[src/rtl/uk_junction_ctrl.sv]
// UK-sequence signal controller for an N-approach junction: round-robin service with demand
// skipping, green extension and all-red clearance. Optional pedestrian phase: UK_JCT_PED_EN.
module uk_junction_ctrl #(
    parameter int unsigned N_ROADS     = 2,
    parameter int unsigned TIMER_W     = 8,
    parameter int unsigned T_ALL_RED   = 2,
    parameter int unsigned T_RED_AMBER = 2,
    parameter int unsigned T_GREEN_MIN = 10,
    parameter int unsigned T_GREEN_MAX = 30,
    parameter int unsigned T_AMBER     = 3,
    parameter int unsigned T_PED       = 8,
    localparam int unsigned RW = (N_ROADS > 2) ? $clog2(N_ROADS) : 1
) (
    input  logic               clk,
    input  logic               rst_n,
    input  logic               enable,
    input  logic [N_ROADS-1:0] det,
`ifdef UK_JCT_PED_EN
    input  logic               ped_req,
    output logic               ped_walk,
    output logic               ped_wait,
`endif
    output logic [N_ROADS-1:0] red,
    output logic [N_ROADS-1:0] amber,
    output logic [N_ROADS-1:0] green,
    output logic [RW-1:0]      active_road,
    output logic [5:0]         state_out
);

    typedef enum logic [2:0] {
        StOff,
        StAllRed,
        StRedAmber,
        StGreen,
        StAmber,
        StPed
    } state_e;

    localparam logic [TIMER_W-1:0] AllRedEnd   = TIMER_W'(T_ALL_RED - 1);
    localparam logic [TIMER_W-1:0] RedAmberEnd = TIMER_W'(T_RED_AMBER - 1);
    localparam logic [TIMER_W-1:0] GreenMinEnd = TIMER_W'(T_GREEN_MIN - 1);
    localparam logic [TIMER_W-1:0] GreenMaxEnd = TIMER_W'(T_GREEN_MAX - 1);
    localparam logic [TIMER_W-1:0] AmberEnd    = TIMER_W'(T_AMBER - 1);
    localparam logic [TIMER_W-1:0] TimerSat    = {TIMER_W{1'b1}};
    localparam logic [N_ROADS-1:0] RoadOne     = {{(N_ROADS-1){1'b0}}, 1'b1};

    state_e             state_q, state_d;
    logic [TIMER_W-1:0] timer_q, timer_d;
    logic [RW-1:0]      active_road_q, active_road_d;

    logic [RW-1:0]      next_road;
    logic [N_ROADS-1:0] active_onehot;
    logic               other_demand;
    logic               gap_out;
    logic               ped_go;

    assign active_onehot = RoadOne << active_road_q;
    assign other_demand  = |(det & ~active_onehot);
    assign gap_out       = (timer_q >= GreenMinEnd) && !det[active_road_q] && other_demand;

    // First demanding road after the current one; the current road is considered last.
    always_comb begin
        int  idx;
        logic found;
        idx = int'(active_road_q) + 1;
        if (idx >= int'(N_ROADS)) idx = idx - int'(N_ROADS);
        next_road = RW'(idx);
        found     = 1'b0;
        for (int k = 1; k <= int'(N_ROADS); k++) begin
            idx = int'(active_road_q) + k;
            if (idx >= int'(N_ROADS)) idx = idx - int'(N_ROADS);
            if (!found && det[idx]) begin
                found     = 1'b1;
                next_road = RW'(idx);
            end
        end
    end

`ifdef UK_JCT_PED_EN
    localparam logic [TIMER_W-1:0] PedEnd = TIMER_W'(T_PED - 1);

    logic ped_pending_q, ped_pending_d;
    logic ped_last_q, ped_last_d;

    // A PED phase is never granted twice in a row.
    assign ped_go = ped_pending_q && !ped_last_q;
`else
    assign ped_go = 1'b0;
`endif

    always_comb begin
        state_d       = state_q;
        active_road_d = active_road_q;
        unique case (state_q)
            StOff: state_d = StAllRed;
            StAllRed: begin
                if (timer_q == AllRedEnd) begin
                    if (ped_go) begin
                        state_d = StPed;
                    end else begin
                        state_d       = StRedAmber;
                        active_road_d = next_road;
                    end
                end
            end
            StRedAmber: if (timer_q == RedAmberEnd) state_d = StGreen;
            StGreen:    if (timer_q == GreenMaxEnd || gap_out) state_d = StAmber;
            StAmber:    if (timer_q == AmberEnd) state_d = StAllRed;
`ifdef UK_JCT_PED_EN
            StPed:      if (timer_q == PedEnd) state_d = StAllRed;
`else
            StPed:      state_d = StOff;
`endif
            default:    state_d = StOff;
        endcase

        if (!enable) begin
            state_d       = StOff;
            active_road_d = active_road_q;
        end

        if (!enable || state_d != state_q) begin
            timer_d = '0;
        end else if (timer_q == TimerSat) begin
            timer_d = timer_q;
        end else begin
            timer_d = timer_q + 1'b1;
        end
    end

    always_ff @(posedge clk or negedge rst_n) begin
        if (!rst_n) begin
            state_q       <= StOff;
            timer_q       <= '0;
            active_road_q <= RW'(N_ROADS - 1);
        end else begin
            state_q       <= state_d;
            timer_q       <= timer_d;
            active_road_q <= active_road_d;
        end
    end

`ifdef UK_JCT_PED_EN
    always_comb begin
        ped_pending_d = ped_pending_q;
        if (!enable) begin
            ped_pending_d = 1'b0;
        end else if (state_d == StPed && state_q != StPed) begin
            ped_pending_d = 1'b0;
        end else if (ped_req && state_q != StPed) begin
            ped_pending_d = 1'b1;
        end
        // Remember whether the phase just left was PED.
        ped_last_d = (state_d != state_q) ? (state_q == StPed) : ped_last_q;
    end

    always_ff @(posedge clk or negedge rst_n) begin
        if (!rst_n) begin
            ped_pending_q <= 1'b0;
            ped_last_q    <= 1'b0;
        end else begin
            ped_pending_q <= ped_pending_d;
            ped_last_q    <= ped_last_d;
        end
    end

    assign ped_walk = (state_q == StPed);
    assign ped_wait = ped_pending_q;
`endif

    always_comb begin
        red       = '0;
        amber     = '0;
        green     = '0;
        state_out = '0;
        unique case (state_q)
            StOff: state_out[0] = 1'b1;
            StAllRed: begin
                state_out[1] = 1'b1;
                red          = '1;
            end
            StRedAmber: begin
                state_out[2] = 1'b1;
                red          = '1;
                amber        = active_onehot;
            end
            StGreen: begin
                state_out[3] = 1'b1;
                red          = ~active_onehot;
                green        = active_onehot;
            end
            StAmber: begin
                state_out[4] = 1'b1;
                red          = ~active_onehot;
                amber        = active_onehot;
            end
            StPed: begin
`ifdef UK_JCT_PED_EN
                state_out[5] = 1'b1;
`endif
                red          = '1;
            end
            default: state_out = '0;
        endcase
    end

    assign active_road = active_road_q;

endmodule

[config.mk]
export PLATFORM = sky130hd
export DESIGN_NAME = uk_junction_ctrl
export DESIGN_NICKNAME = d
export VERILOG_FILES = /design/src/rtl/uk_junction_ctrl.sv
export SDC_FILE = /design/constraint.sdc
export NUM_CORES = 1
export LEC_CHECK = 0
export BUFFER_PORTS_ARGS = -buffer_cell sky130_fd_sc_hd__buf_2
export CORE_MARGIN = 3
export CORE_UTILIZATION = 59
export DETAILED_ROUTE_END_ITERATION = 8
export GPL_ROUTABILITY_DRIVEN = 0
export PLACE_DENSITY = 0.83
export SLEW_MARGIN = 15
export SYNTH_ARGS = -nofsm -noshare
export SYNTH_HDL_FRONTEND = slang
export SYNTH_SLANG_ARGS = --single-unit
[constraint.sdc]
create_clock -name clk -period 6 [get_ports clk]
set_input_delay 1.2 -clock clk [delete_from_list [all_inputs] [get_ports clk]]
set_output_delay 1.2 -clock clk [all_outputs]
set_load 0.02 [all_outputs]
==> results of run 1 <==
per-stage QoR:
step / area (µm²) / setup WS, ns / std cells / power, W
floorplan: 1050 / 3.17 / 119 / 0.000265
global placement: 1090 / 3.41 / 149 / 0.000294
detailed placement: 1090 / 3.34 / 149 / 0.000302
CTS: 1110 / 3.12 / 153 / 0.000357
global route: 1110 / 2.99 / 153 / 0.000384
finish: 1110 / 3.10 / 153 / 0.000356
synthesized netlist by cell type, drive strengths merged, types with 4 or more instances:
cell type | count | area (µm²)
mux2i | 5 | 50.1
a31oi | 9 | 56.3
nor3b | 6 | 45.0
inv | 5 | 18.8
dfrtp | 11 | 275
nand3 | 5 | 25.0
nor3 | 5 | 25.0
nor2 | 8 | 30.0
o21ai | 5 | 25.0
ha | 4 | 50.1
a211oi | 4 | 30.0
buf | 7 | 63.8
nand2 | 5 | 18.8
power groups by stage:
stage | sequential (W) | clock, W | combinational, W
after floorplan | 0.000113 | 0 | 0.000153
after global placement | 0.000124 | 0 | 0.000170
after detailed placement | 0.000127 | 0 | 0.000176
final | 0.000125 | 0.0000538 | 0.000177
after global routing | 0.000129 | 0.0000582 | 0.000197
after CTS | 0.000124 | 0.0000551 | 0.000178
cell families (layout without fill, tap and decap cells):
| logic type | count (synthesis) | after routing | share of synthesized area [%] |
|---|---|---|---|
| simple gates | 49 | 49 | 28.9 |
| fa+ha+maj | 4 | 4 | 4.76 |
| xor+xnor | 1 | 1 | 0.832 |
| flops | 12 | 12 | 28.7 |
| compound gates | 32 | 32 | 22.8 |
| other cells | 1 | 1 | 0.356 |
| buf+inv | 15 | 25 | 8.92 |
| mux | 5 | 5 | 4.76 |
layout make-up:
class | count | share of cell area (%)
sequential | 12 | 27.1
timing repair buffer | 16 | 7.19
inverter | 5 | 1.69
clock buffer | 4 | 2.36
tap | 24 | 2.70
multi-input combinational | 92 | 59.0
worst min path at each step:
stage / from / end / slack (ns)
after detailed placement: active_road$_DFFE_PN1P_ / active_road$_DFFE_PN1P_ / 0.62
final: active_road$_DFFE_PN1P_ / active_road$_DFFE_PN1P_ / 0.63
after CTS: active_road$_DFFE_PN1P_ / active_road$_DFFE_PN1P_ / 0.64
after global placement: active_road$_DFFE_PN1P_ / active_road$_DFFE_PN1P_ / 0.60
after global routing: active_road$_DFFE_PN1P_ / active_road$_DFFE_PN1P_ / 0.66
after floorplan: timer_q[1]$_DFFE_PN0P_ / timer_q[1]$_DFFE_PN0P_ / 0.61
metal layers:
layer	share of wire, %	up-vias
li1	-	463
met5	0	-
met4	1.4	0
met2	49	30
met3	6.1	6
met1	44	446
sequential cells by signal (all words and copies together), names as in the netlist:
signal and count:
timer_q 8, state_q 3, active_road 1
worst max-delay path, delay by kind of cell (launching register included):
family | cells | cell delay (ns)
buffers and inverters | 1 | 0.16
flip-flops | 1 | 0.65
AND/OR/NAND/NOR | 3 | 0.59
==> results.yml, run 1 <==
run_status:
  status: "finished, final reports clean"
worst_setup_path:
  r2r_slack_ns: 3.69
  crit_path_end: "amber[1]"
  rr_endpoint: "timer_q[0]$_DFFE_PN0P_"
  slowest_delay_ns: 0.65
  crit_start: "state_q[2]$_DFF_PN0_"
  r2r_start: "timer_q[1]$_DFFE_PN0P_"
  crit_top_cell: "nor2_1"
  crit_slowest_cell: "dfrtp_1"
  path_cells: "nor3b_1, nor2_1, nor2_1, buf_2"
  cp_max_fo: 17
  critPathLaunchType: "register"
  endpoint_kind: "primary output"
  reg2reg_depth: 6
  path_class: "reg -> out"
  arrival_ns: 1.70
  worst_ep_required_time_ns: 4.80
global_route:
  busiest_layer: "met2"
  grt_pass1_vias: 784
  grt_use_total_pct: 22.3
  grt_use_met2_pct: 33.6
  grt_max_degree: 18
  grtUsageMet1_pct: 29.3
  grt_overflow: 0
  grt_pass1_wl_um: 3530
  antenna_found_initial: 0
  use_met3_pct: 8.12
floorplan:
  die_h_um: 48.2
  fp.coreArea_um2: 1590
  ioPinCount: 18
  row_count: 14
  dieArea_um2: 2330
  start_util_pct: 66.0
  dieWidth_um: 48.2
finish:
  mostFrequentLayoutCell: "buf_2"
  final_cell_mix: "buf_2 (16), dfrtp_1 (11), a31oi_1 (9)"
  nNetsFinal: 139
  syn_to_final_growth_pct: 5.83
  n_fill_cell: 125
  layout-drive-gt1-share_pct: 22.5
  n_antenna_cell: 0
  final_util_pct: 69.9
  multiInputGateArea_um2: 657
  seq_area_um2: 302
synthesis:
  yosysWarningCount: 0
  ys_types: 44
  synth_cells: 119
  ys_seq_area_share_pct: 28.7
  async_flop_share_pct: 100
  ys_ff_latch: 12
  syn_area_per_cell_um2: 8.84
  netlist_area_um2: 1050
  synth_ff_type: "dfrtp_1"
  syn_nets: 128
  synth_edf_count: 0
pwr:
  p_per_area_nw_per_um2: 320
  clkPwrFrac_pct: 15.1
  power_frac_comb_pct: 49.7
  power.internal_w: 0.000192
  switching_share_pct: 46.0
  seqPwrFrac_pct: 35.2
  irDropWorstVdd_mv: 0.186
  p_leak_nw: 0.475
  power_switching_w: 0.000164
detailed_routing:
  ant_nets: 0
  route.detailed.drc: 0
  num_vias: 945
  via_per_inst: 6.18
  post_drt_wl_per_cell_um: 15.1
  finalWirelength_um: 2310
  dr.pass1.iters: 5
  detail_route.iter0.violations: 32
cts:
  cts.repair.resized: 0
  cts.clk_slew.worst_paths_ns: 0.08
  cts_made_buffers: 3
  cts_tree: "built"
  clk_path_buf_depth: 2
  cts-root-buf: "clkbuf_4"
  ctsHoldBuffers: 0
  htree_levels: 1
  cts.sinks: 12
  clock_latency_ns: 0.28
  cts_setup_buffers: 0
placement:
  io_buffer_count: 16
  place_hpwl_um: 1720
timing:
  worst_pin_slew_ns: 0.691
  slew_headroom_pct: 53.9
  fmax_mhz: 345
  min_period_ns: 2.90
  whs_ns: 0.628
  drv_slew: 0
  fin_skew_ns: 0.00994
  tns_ns: 0
  rsz0062_at_grt: "false"
  hold_viol: 0
  setup_viol: 0
  fin_crit_sh_pct: 48.3
job:
  maxCapViolations: 0
hold_path:
  hold_path_depth: 2
  hold_path.class: "reg -> reg"
No activity file was read; power rests on OpenSTA's default activity.
==> run 2, diff against run 1 <==
--- a/config.mk
+++ b/config.mk
@@ -7,10 +7,10 @@
 export LEC_CHECK = 0
 export BUFFER_PORTS_ARGS = -buffer_cell sky130_fd_sc_hd__buf_2
 export CORE_MARGIN = 3
-export CORE_UTILIZATION = 59
+export CORE_UTILIZATION = 55
 export DETAILED_ROUTE_END_ITERATION = 8
 export GPL_ROUTABILITY_DRIVEN = 0
-export PLACE_DENSITY = 0.83
+export PLACE_DENSITY = 0.78
 export SLEW_MARGIN = 15
 export SYNTH_ARGS = -nofsm -noshare
 export SYNTH_HDL_FRONTEND = slang
==> constraint.sdc (replaced) <==
create_clock -name clk -period 2.9 [get_ports clk]
set_input_delay 0.58 -clock clk [delete_from_list [all_inputs] [get_ports clk]]
set_output_delay 0.58 -clock clk [all_outputs]
set_load 0.02 [all_outputs]
==> run 2 against run 1 <==
  * Sequential share of layout area about the same
  * Sequential cell count unchanged
  * Worst hold slack worse by 0.47 ns
  * First-iteration DRC count is 13% higher
  * Combinational power increased by 110%
  * Non-clock buffer count unchanged
  * Largest power group unchanged
==> results.yml, run 2 (synthesis gave the netlist of run 1 again) <==
timing:
  slew_headroom_pct: 58.8
  worst_pin_slew_ns: 0.618
  drv_slew: 0
  min_period_ns: 2.25
  tns_ns: 0
  timing.final.ws_setup_ns: 0.652
  setup_viol: 0
  fin_crit_sh_pct: 77.5
  hold_viol: 0
  fin_skew_ns: 0.0140
  rsz0062_at_grt: "false"
  fmax_mhz: 445
hold_path:
  hold_path.class: "in -> async"
placement:
  io_buffer_count: 16
  place_hpwl_um: 1740
  place_worst_setup_slack_ns: 0.732
floorplan:
  dieArea_um2: 2470
  row_count: 15
  dieWidth_um: 49.7
  fp.coreArea_um2: 1760
  ioPinCount: 18
  start_util_pct: 59.6
  die_h_um: 49.7
cts:
  cts-root-buf: "clkbuf_4"
  cts_made_buffers: 3
  clk_path_buf_depth: 2
  ctsHoldBuffers: 0
  cts.repair.resized: 0
  cts_setup_buffers: 0
  htree_levels: 1
  cts_tree: "built"
  cts.clk_slew.worst_paths_ns: 0.09
  cts.sinks: 12
  clock_latency_ns: 0.28
global_route:
  grt_max_degree: 18
  grt_use_total_pct: 19.8
  grt_pass1_wl_um: 3880
  grt_overflow: 0
  grt_pass1_vias: 840
  antenna_found_initial: 0
finish:
  layout-drive-gt1-share_pct: 22.5
  final_util_pct: 63.2
  syn_to_final_growth_pct: 5.95
  final_cell_mix: "buf_2 (16), dfrtp_1 (11), a31oi_1 (9)"
  nNetsFinal: 139
  regMostFlops: "timer_q"
  n_antenna_cell: 0
  largest_reg_flops: 8
  mostFrequentLayoutCell: "buf_2"
detailed_routing:
  detail_route.iter0.violations: 36
  via_per_inst: 6.09
  finalWirelength_um: 2330
  post_drt_wl_per_cell_um: 15.1
  ant_nets: 0
  num_vias: 938
  route.detailed.drc: 0
  wl_met1_um: 1130
  dr_wl_met3_um: 104
  dr.pass1.iters: 6
  routed.top_layer: "met4"
  met2_wirelength_um: 1090
worst_setup_path:
  critPathLaunchType: "register"
  arrival_ns: 1.67
  path_class: "reg -> out"
  cp_max_fo: 17
  endpoint_kind: "primary output"
  worst_ep_required_time_ns: 2.32
pwr:
  irDropWorstVdd_mv: 0.472
  p_leak_nw: 0.475
  p_per_area_nw_per_um2: 661
  total_power_w: 0.000737
run_status:
  status: "finished, final reports clean"
job:
  maxCapViolations: 0
[run 2: area by class of cell]
class,instances,area (µm²)
clock buffer,4,26.3
fill,162,649
inverter,5,18.8
multi-input combinational,92,657
sequential,12,302
tap,25,31.3
timing repair buffer,16,80.1
[run 2: path summary, 6_finish.rpt]
check	from	endpoint	slack (ns)	cells past startpoint
setup / recovery	state_q[2]$_DFF_PN0_	amber[1]	0.65	4
hold reg to reg	active_road$_DFFE_PN1P_	active_road$_DFFE_PN1P_	0.61	2
min in group clk	det[0]	active_road$_DFFE_PN1P_	0.56	2
hold / removal	rst_n	timer_q[7]$_DFFE_PN0P_	0.16	1
setup reg to reg	timer_q[1]$_DFFE_PN0P_	timer_q[1]$_DFFE_PN0P_	0.67	6
max in group asynchronous	rst_n	active_road$_DFFE_PN1P_	2.45	1
[run 2: routing by layer]
metal,GRT usage (%),vias up
met2,29.7,26
li1,-,461
met3,2.42,4
met5,0,-
met4,5.99,0
met1,29.5,447
[run 2: report_power, final]
part | switching (W) | internal (W)
logic | 0.000216 | 0.000146
clock network | 0.0000597 | 0.0000533
registers | 0.0000631 | 0.000198
[run 2: worst max-delay path, stage by stage, from the launching register on]
cell	delay (ns)
dfrtp_1	0.65
nor3b_1	0.38
nor2_1	0.12
nor2_1	0.09
buf_2	0.16
[run 2: metrics by stage]
step	instance area (µm²)	std cells	hold WS (ns)
after floorplan	1050	119	0.284
after CTS	1110	154	0.169
after global routing	1110	154	0.170
after global placement	1090	150	0.472
after detailed placement	1090	150	0.472
final	1110	154	0.160
==> run 3, diff against run 2 <==
--- a/config.mk
+++ b/config.mk
@@ -7,10 +7,10 @@
 export LEC_CHECK = 0
 export BUFFER_PORTS_ARGS = -buffer_cell sky130_fd_sc_hd__buf_2
 export CORE_MARGIN = 3
-export CORE_UTILIZATION = 55
+export CORE_UTILIZATION = 49
 export DETAILED_ROUTE_END_ITERATION = 8
 export GPL_ROUTABILITY_DRIVEN = 0
-export PLACE_DENSITY = 0.78
+export PLACE_DENSITY = 0.74
 export SLEW_MARGIN = 15
 export SYNTH_ARGS = -nofsm -noshare
 export SYNTH_HDL_FRONTEND = slang
==> constraint.sdc (replaced) <==
create_clock -name clk -period 1.9 [get_ports clk]
set_input_delay 0.38 -clock clk [delete_from_list [all_inputs] [get_ports clk]]
set_output_delay 0.38 -clock clk [all_outputs]
set_load 0.02 [all_outputs]
==> run 3 against run 2 <==
  * The flow now finishes with violations (negative setup slack)
  * Clock skew grew 0.0043 ns
  * Worst hold slack gained 0.15 ns
  * First-iteration DRC count down 5.6%
  * Global-route usage is 5.4 points higher
  * Clock power up 56%
  * Register-to-register slack got worse by 0.74 ns
  * Die area increased by 11%
  * Sequential cell count stayed put
  * Sequential share of layout area down 6.5 points
  * Wire length up 39%
  * Highest routed layer unchanged
==> results.yml, run 3 (synthesis gave the netlist of run 1 again) <==
finish:
  n_antenna_cell: 0
  layout.cells.non_filler: 185
  final_cell_mix: "buf_4 (28), buf_2 (14), nor2_1 (8)"
  seq_area_um2: 307
  n_fill_cell: 131
  multiInputGateArea_um2: 791
  mostFrequentLayoutCell: "buf_4"
  layout-drive-gt1-share_pct: 48.7
  fin_area_um2: 1490
  largest_reg_flops: 8
  nNetsFinal: 168
  syn_to_final_growth_pct: 41.5
  regMostFlops: "timer_q"
worst_setup_path:
  critPathLaunchType: "register"
  crit_family: "simple AND/OR/NAND/NOR gates"
  path_buf_inv: 1
  slowest_delay_ns: 0.65
  arrival_ns: 2.16
  crit_slowest_cell: "or4_4"
  cp_max_fo: 8
  path_cells: "inv_2, ha_4, nor3b_4, a211oi_2, or4_4, a31oi_1"
  endpoint_kind: "register"
  path_class: "reg -> reg"
  worst_ep_required_time_ns: 2.09
timing:
  hold_viol: 0
  fmax_mhz: 509
  drv_slew: 0
  rsz0062_at_grt: "true"
  fin_crit_sh_pct: 103
  timing.final.ws_setup_ns: -0.0657
  fin_skew_ns: 0.0183
  tns_ns: -0.274
  whs_ns: 0.314
  min_period_ns: 1.97
  setup_viol: 8
floorplan:
  dieArea_um2: 2740
  start_util_pct: 52.6
  dieWidth_um: 52.3
  fp.coreArea_um2: 2000
  row_count: 16
  ioPinCount: 18
  die_h_um: 52.3
global_route:
  grt_overflow: 0
  grt_pass1_wl_um: 5090
  grt_use_total_pct: 25.3
  grt_pass1_vias: 1097
  grt_max_degree: 13
  antenna_found_initial: 0
hold_path:
  hold_path.class: "in -> reg"
cts:
  cts.sinks: 12
  htree_levels: 1
  clock_latency_ns: 0.29
  cts-root-buf: "clkbuf_4"
  clk_path_buf_depth: 2
  cts_tree: "built"
  cts.clk_slew.worst_paths_ns: 0.09
  cts_made_buffers: 3
placement:
  dp.cells: 168
  placed_cell_area_um2: 1230
  place_hpwl_um: 2030
  io_buffer_count: 16
detailed_routing:
  detail_route.iter0.violations: 34
  post_drt_wl_per_cell_um: 17.5
  route.detailed.drc: 0
  dr.pass1.iters: 4
  num_vias: 1106
  finalWirelength_um: 3230
  via_per_inst: 5.98
  ant_nets: 0
pwr:
  irDropWorstVdd_mv: 0.834
  total_power_w: 0.00152
  p_per_area_nw_per_um2: 1020
  p_leak_nw: 0.634
run_status:
  violations: "negative setup slack"
  status: "complete, but fails checks"
job:
  maxCapViolations: 0
[run 3: routing by layer]
layer / GRT usage (%) / vias up / wire [µm]
met5: 0 / - / 0
met4: 11.5 / 0 / 75
met3: 5.98 / 8 / 120
met2: 43.4 / 34 / 1700
met1: 29.2 / 550 / 1330
li1: - / 514 / -
[run 3: repair_timing]
| item | CTS | global route |
|---|---|---|
| resized for setup | 17 | 13 |
| buffers inserted | 9 | 3 |
| hold endpoints to repair | 11 | 0 |
| pin swaps | 10 | 5 |
| setup endpoints to repair | 12 | 16 |
| hold buffers | 1 | 0 |
[run 3: worst reg2reg max path: stages, from the launching register on]
cell and delay (ns):
dfrtp_1 0.42, inv_2 0.09, ha_4 0.15, nor3b_4 0.25, a211oi_2 0.11, or4_4 0.65
a31oi_1 0.20
[run 3: report_power, final]
group	leakage [nW]	internal [W]	switching [W]
sequential	0.155	0.000307	0.0000622
combinational	0.463	0.000456	0.000519
clock	0.0150	0.0000817	0.0000948
total	0.634	0.000844	0.000676
[run 3: cell type report]
type	instances	area share, %
inverter	5	1.26
clock buffer	4	1.76
timing repair buffer	45	21.0
tap	27	2.27
sequential	12	20.6
multi-input combinational	92	53.1
[run 3: per-stage QoR]
step / worst slack (ns) / util (%)
2_1_floorplan: 0.0227 / -
3_3_place_gp: -0.0284 / 61.3
3_5_place_dp: -0.127 / 61.3
4_1_cts: 0.000164 / 71.0
5_1_grt: -0.137 / 74.4
6_report: -0.0657 / 74.4
[run 3: final timing paths]
path                                              start                      end  slack (ns)  depth (start not counted)
worst max-delay path             timer_q[1]$_DFFE_PN0P_   timer_q[3]$_DFFE_PN0P_       -0.07                          6
worst min-delay path                             det[0]  active_road$_DFFE_PN1P_        0.31                          2
worst max register to register   timer_q[1]$_DFFE_PN0P_   timer_q[3]$_DFFE_PN0P_       -0.07                          6
worst min register to register  active_road$_DFFE_PN1P_  active_road$_DFFE_PN1P_        0.69                          3
max in group asynchronous                         rst_n  active_road$_DFFE_PN1P_        1.09                          2
min in group asynchronous                         rst_n   timer_q[2]$_DFFE_PN0P_        0.50                          2
